$ cat src/rtl/prog_clk_div.sv
// Multi-channel programmable clock/strobe divider with double-buffered config and global sync.
// Optional macro PROG_CLK_DIV_PHASE_EN adds a per-channel start phase (cfg_phase).
module prog_clk_div #(
    parameter int NUM_CH     = 4,
    parameter int CNT_W      = 32,
    parameter int DEF_PERIOD = 60000,
    parameter int DEF_HIGH   = 30000,
    localparam int CH_W      = (NUM_CH > 1) ? $clog2(NUM_CH) : 1
) (
    input  logic              clk,
    input  logic              reset,
    input  logic              cfg_we,
    input  logic [CH_W-1:0]   cfg_ch,
    input  logic [CNT_W-1:0]  cfg_period,
    input  logic [CNT_W-1:0]  cfg_high,
`ifdef PROG_CLK_DIV_PHASE_EN
    input  logic [CNT_W-1:0]  cfg_phase,
`endif
    input  logic [NUM_CH-1:0] ch_en,
    input  logic              sync,
    output logic [NUM_CH-1:0] clk_out,
    output logic [NUM_CH-1:0] tick,
    output logic [NUM_CH-1:0] pend
);

    logic             cfg_ok;
    logic [CNT_W-1:0] cfg_per_clamped;

    assign cfg_ok          = cfg_we && (32'(cfg_ch) < 32'(NUM_CH));
    // Periods below 2 cannot produce a wrap distinct from cnt=0.
    assign cfg_per_clamped = (cfg_period < CNT_W'(2)) ? CNT_W'(2) : cfg_period;

    for (genvar i = 0; i < NUM_CH; i++) begin : g_ch
        logic [CNT_W-1:0] cnt_q, cnt_d;
        logic [CNT_W-1:0] per_q, per_d, high_q, high_d;
        logic [CNT_W-1:0] sh_per_q, sh_per_d, sh_high_q, sh_high_d;
        logic             pend_q, pend_d, clk_q, clk_d, tick_q, tick_d;
        logic [CNT_W-1:0] cnt_cur, sync_load;
        logic             en, hit, last, apply;
`ifdef PROG_CLK_DIV_PHASE_EN
        logic [CNT_W-1:0] phase_q, phase_d;
        logic             en_prev_q, en_prev_d;
`endif

        always_comb begin
            en  = ch_en[i];
            hit = cfg_ok && (cfg_ch == CH_W'(i));
`ifdef PROG_CLK_DIV_PHASE_EN
            // A fresh enable behaves as if the counter were sitting at the phase offset.
            cnt_cur   = cnt_q;
            if (en && !en_prev_q)
                cnt_cur = (phase_q >= per_q) ? '0 : phase_q;
            phase_d   = hit ? cfg_phase : phase_q;
            en_prev_d = en;
`else
            cnt_cur   = cnt_q;
`endif
            last   = (cnt_cur == per_q - CNT_W'(1));
            clk_d  = en && (cnt_cur < high_q);
            tick_d = en && last && !sync;
            apply  = pend_q && (sync || !en || last);

            per_d     = apply ? sh_per_q  : per_q;
            high_d    = apply ? sh_high_q : high_q;
            pend_d    = apply ? 1'b0 : pend_q;
            sh_per_d  = sh_per_q;
            sh_high_d = sh_high_q;
            // Write lands after apply so a same-cycle write stays pending.
            if (hit) begin
                sh_per_d  = cfg_per_clamped;
                sh_high_d = cfg_high;
                pend_d    = 1'b1;
            end

`ifdef PROG_CLK_DIV_PHASE_EN
            sync_load = (phase_q >= per_d) ? '0 : phase_q;
`else
            sync_load = '0;
`endif
            if (!en)       cnt_d = '0;
            else if (sync) cnt_d = sync_load;
            else if (last) cnt_d = '0;
            else           cnt_d = cnt_cur + CNT_W'(1);
        end

        always_ff @(posedge clk) begin
            if (reset) begin
                cnt_q     <= '0;
                per_q     <= CNT_W'(DEF_PERIOD);
                high_q    <= CNT_W'(DEF_HIGH);
                sh_per_q  <= CNT_W'(DEF_PERIOD);
                sh_high_q <= CNT_W'(DEF_HIGH);
                pend_q    <= 1'b0;
                clk_q     <= 1'b0;
                tick_q    <= 1'b0;
`ifdef PROG_CLK_DIV_PHASE_EN
                phase_q   <= '0;
                en_prev_q <= 1'b0;
`endif
            end else begin
                cnt_q     <= cnt_d;
                per_q     <= per_d;
                high_q    <= high_d;
                sh_per_q  <= sh_per_d;
                sh_high_q <= sh_high_d;
                pend_q    <= pend_d;
                clk_q     <= clk_d;
                tick_q    <= tick_d;
`ifdef PROG_CLK_DIV_PHASE_EN
                phase_q   <= phase_d;
                en_prev_q <= en_prev_d;
`endif
            end
        end

        assign clk_out[i] = clk_q;
        assign tick[i]    = tick_q;
        assign pend[i]    = pend_q;
    end

endmodule

$ cat config.mk
export PLATFORM = sky130hd
export DESIGN_NAME = prog_clk_div
export DESIGN_NICKNAME = d
export VERILOG_FILES = /design/src/rtl/prog_clk_div.sv
export SDC_FILE = /design/constraint.sdc
export NUM_CORES = 2
export LEC_CHECK = 0
export ABC_AREA = 0
export BUFFER_PORTS_ARGS = -buffer_cell sky130_fd_sc_hd__buf_4
export CAP_MARGIN = 25
export CELL_PAD_IN_SITES_DETAIL_PLACEMENT = 1
export CELL_PAD_IN_SITES_GLOBAL_PLACEMENT = 2
export CORE_AREA = 2 2 279 309
export DETAILED_ROUTE_END_ITERATION = 16
export DIE_AREA = 0 0 281 311
export PLACE_DENSITY_LB_ADDON = 0.1
export SYNTH_ARGS = -nofsm -noshare
export SYNTH_HDL_FRONTEND = slang
export SYNTH_SLANG_ARGS = --single-unit
$ cat constraint.sdc
create_clock -name clk -period 6.8 [get_ports clk]
set_input_delay 0.68 -clock clk [delete_from_list [all_inputs] [get_ports clk]]
set_output_delay 0.68 -clock clk [all_outputs]
set_load 0.005 [all_outputs]
==> impl_results.md <==
- Power, Total: 8.649 mW
- Mapped cell area: 34250 µm²
- Num Clock Sinks: 652
- DR WL/cell: 21.95 µm
- Final Hold Vio Count: 0
- Cts-stage hold buffer count: 0
- Slew Limit Fails: 0
- Sequential power share: 45.4%
- R2R Setup Slk: 2120 ps
- Placed cells: 5225
- Detail Route Antenna Nets: 0
- Post-synth top area share: 38.11%
- Initial antenna violation count: 8
- Startpoint class of the critical path: register
- Post-synthesis sequential area ratio: 38.11%
- Critical path's slowest cell: nor4_1
- DRT Pass-1 Iters: 5
- Syn_area_per_cell: 8.007 µm²
- Clk_lat worst skew: 640 ps
- Maximum VDD drop: 0.1843 mV
- Worst-Margin Slew: 1070 ps
- Hold path startpoint: ch_en[3]
- H-Tree Depth: 3
- Max Fclk: 0.2137 GHz
- Fin cells: 5365
- Fillers: 10128
- Total Routing Usage GR: 26.80%
- Synth area leader: dfxtp_1
- Mapped Nets: 4483
- Die area: 87390 µm²
- Max Clock Skew: 28.05 ps
- Final Worst Setup Slack: 2120 ps
- CP peak stage delay: 810 ps
- Ranking of synthesized cells by area: dfxtp_1 38%, nand2_1 10%, mux2i_1 5.8%
- Share of layout cells above drive strength 1: 7.008%
- Worst hold margin: 364.2 ps
- Commonest cells in the netlist: 939 x nand2_1, 652 x dfxtp_1, 267 x nor2_1
- Status: complete, no violations
- FF-to-FF Start: g_ch[0].per_q[8]
- NetSw: 2.157 mW
- Internal: 6.492 mW
- Detailed placer's ending HPWL: 77920 µm
- 1st-iter DRT viols: 1843
- Endpoint, Worst Hold: g_ch[3].clk_q
- RR Endpoint: g_ch[0].high_q[14]
- CTS Buf Count: 77
- Post-synth EDFFs: 0
- CTS Buffer Depth: 3
- Global-route wire length before repair: 182200 µm
- Via count: 30031
- Routability cong.: 0.8775
- Slew margin rel.: 28.66%
- Hold Path Depth: 3
- Final TNS setup: 0 ps
- Critical path required time: 7360 ps
- Clock share of power: 48.8%
- Starting Density: 40.66%
- Clock-pin slew on the worst setup and hold paths: 60 ps
- Crit share post-route: 68.83%
- PwrDens: 228.8 nW/µm²
- Post-layout min period: 4680 ps
- Synth Flop Type: dfxtp_1
- WS Path Type: reg2reg
- Cell variety after synth: 90
- Sw frac: 24.94%
- Chip width: 281 µm
- Worst Path Arrival: 5240 ps
- CTS resizes: 0
- Top-count cell post-synth: nand2_1
- Static Leak: 13.74 nW
- Hold WC Path Type: in2reg
- TritonCTS clock tree: done
- Nets: 4370
- GRT overflow: 0
- Synthesis-to-finish area growth: 10.38%
- Total Wirelength: 117800 µm
- RSZ-0062 raised after global routing: false
- Area of the core: 84220 µm²
- DR DRC count: 0
- Worst-path cell chain: nor4_1 -> nand4_1 -> nor3_1 -> xnor2_1 -> or4b_1 -> a2111o_1 -> o22ai_4 -> buf_4 -> mux2i_1
- Setup repair bufs after CTS: 0
- Vias/cell: 5.598
- Vias in the first global route: 30407
- Reg2Reg Depth: 9
- Comb pwr share: 5.8%
- Largest net degree at the start of global routing: 205
- Clk root buf: clkbuf_16
- Row count: 112
- Synth Register Bits: 652
- CP Capture Type: register
- Number of port buffers: 85
- Die H: 311 µm
- Ys async rst share: 0%
- Synth warnings: 0
- Ports: 86
- Place WS: 2092 ps
- Maxcap violations: 0
- Endpoints failing setup: 0
- Critical Path Fanout Max: 26
- Post-Synthesis Cells: 4277
-- through the flow --
stage	instance area [µm²]	util, %
final	37800	44.88
after CTS	37800	44.88
after global placement	35260	41.86
after global routing	37800	44.88
after floorplan	34250	-
after detailed placement	35260	41.86
-- area by class of cell --
| class | count | area [µm²] | share of cell area, % |
|---|---|---|---|
| diodes | 1 | 2.502 | 0.006620 |
| repair buffers | 122 | 973.4 | 2.575 |
| clock inverters | 25 | 261.5 | 0.6918 |
| clock buffers | 114 | 2281 | 6.034 |
| multi-input cells | 3148 | 19180 | 50.75 |
| well taps | 1140 | 1426 | 3.773 |
| flip-flops and latches | 652 | 13050 | 34.53 |
| inverters | 163 | 619.3 | 1.638 |
-- power by group through the flow --
stage	sequential (mW)	clock [mW]	combinational (mW)
after detailed placement	4.01	0	0.506
after CTS	3.93	4.32	0.507
after global routing	3.93	4.48	0.545
after floorplan	4.00	0	0.280
final	3.93	4.22	0.504
after global placement	4.01	0	0.500
-- per-layer routing --
layer	track usage (%)	share of wire [%]	vias to the layer above
li1	-	-	14576
met1	35.15	45	14787
met2	44.90	47	507
met3	4.025	4.4	155
met4	8.653	2.9	6
met5	0	0.034	-
-- critical path: cells and delay by family (launching register included) --
family / cells / cell delay (ps)
flops: 1 / 370
buf+inv: 1 / 530
mux: 1 / 230
simple gates: 4 / 2360
xor+xnor: 1 / 90
compound gates: 2 / 990
-- state kept, by name, indices dropped and copies added, names as in the netlist --
signal	count
g_ch.pend_q	4
g_ch.tick_q	4
g_ch.sh_high_q	128
g_ch.per_q	128
g_ch.sh_per_q	128
g_ch.clk_q	4
g_ch.cnt_cur	128
g_ch.high_q	128
-- cell families after synthesis --
group	after synthesis	share of synthesized area (%)
mux	202	5.919
flops	652	38.11
xor+xnor	273	7.066
buf+inv	477	6.124
compound gates	656	12.80
fa+ha+maj	132	4.823
simple gates	1885	25.16
-- worst max path at each step --
stage,start,endpoint,slack (ps),cells past startpoint
floorplan,g_ch[1].per_q[9],g_ch[1].high_q[10],3440,11
global placement,g_ch[0].per_q[8],g_ch[0].high_q[20],2260,9
detailed placement,g_ch[0].per_q[8],g_ch[0].high_q[3],2090,9
CTS,g_ch[0].per_q[8],g_ch[0].per_q[28],2060,9
global route,g_ch[0].per_q[8],g_ch[0].per_q[4],1730,9
finish,g_ch[0].per_q[8],g_ch[0].high_q[14],2120,9
-- cell usage in the layout, fill, tap and decap left out, types with 55 or more instances in the layout --
cell type  instances
buf_4            117
nand4_1           68
xor2_1           142
a21oi_1          244
dfxtp_1          651
nand3_1          139
xnor2_1          129
nor4_1            57
nor3_1           193
o2111ai_1         55
nor2_1           263
ha_1             132
nand2_1          939
a31oi_1           63
a21o_1            64
mux2i_1          198
inv_1            161
clkbuf_16         81
Note: power is estimated with default switching activity, not from simulation.
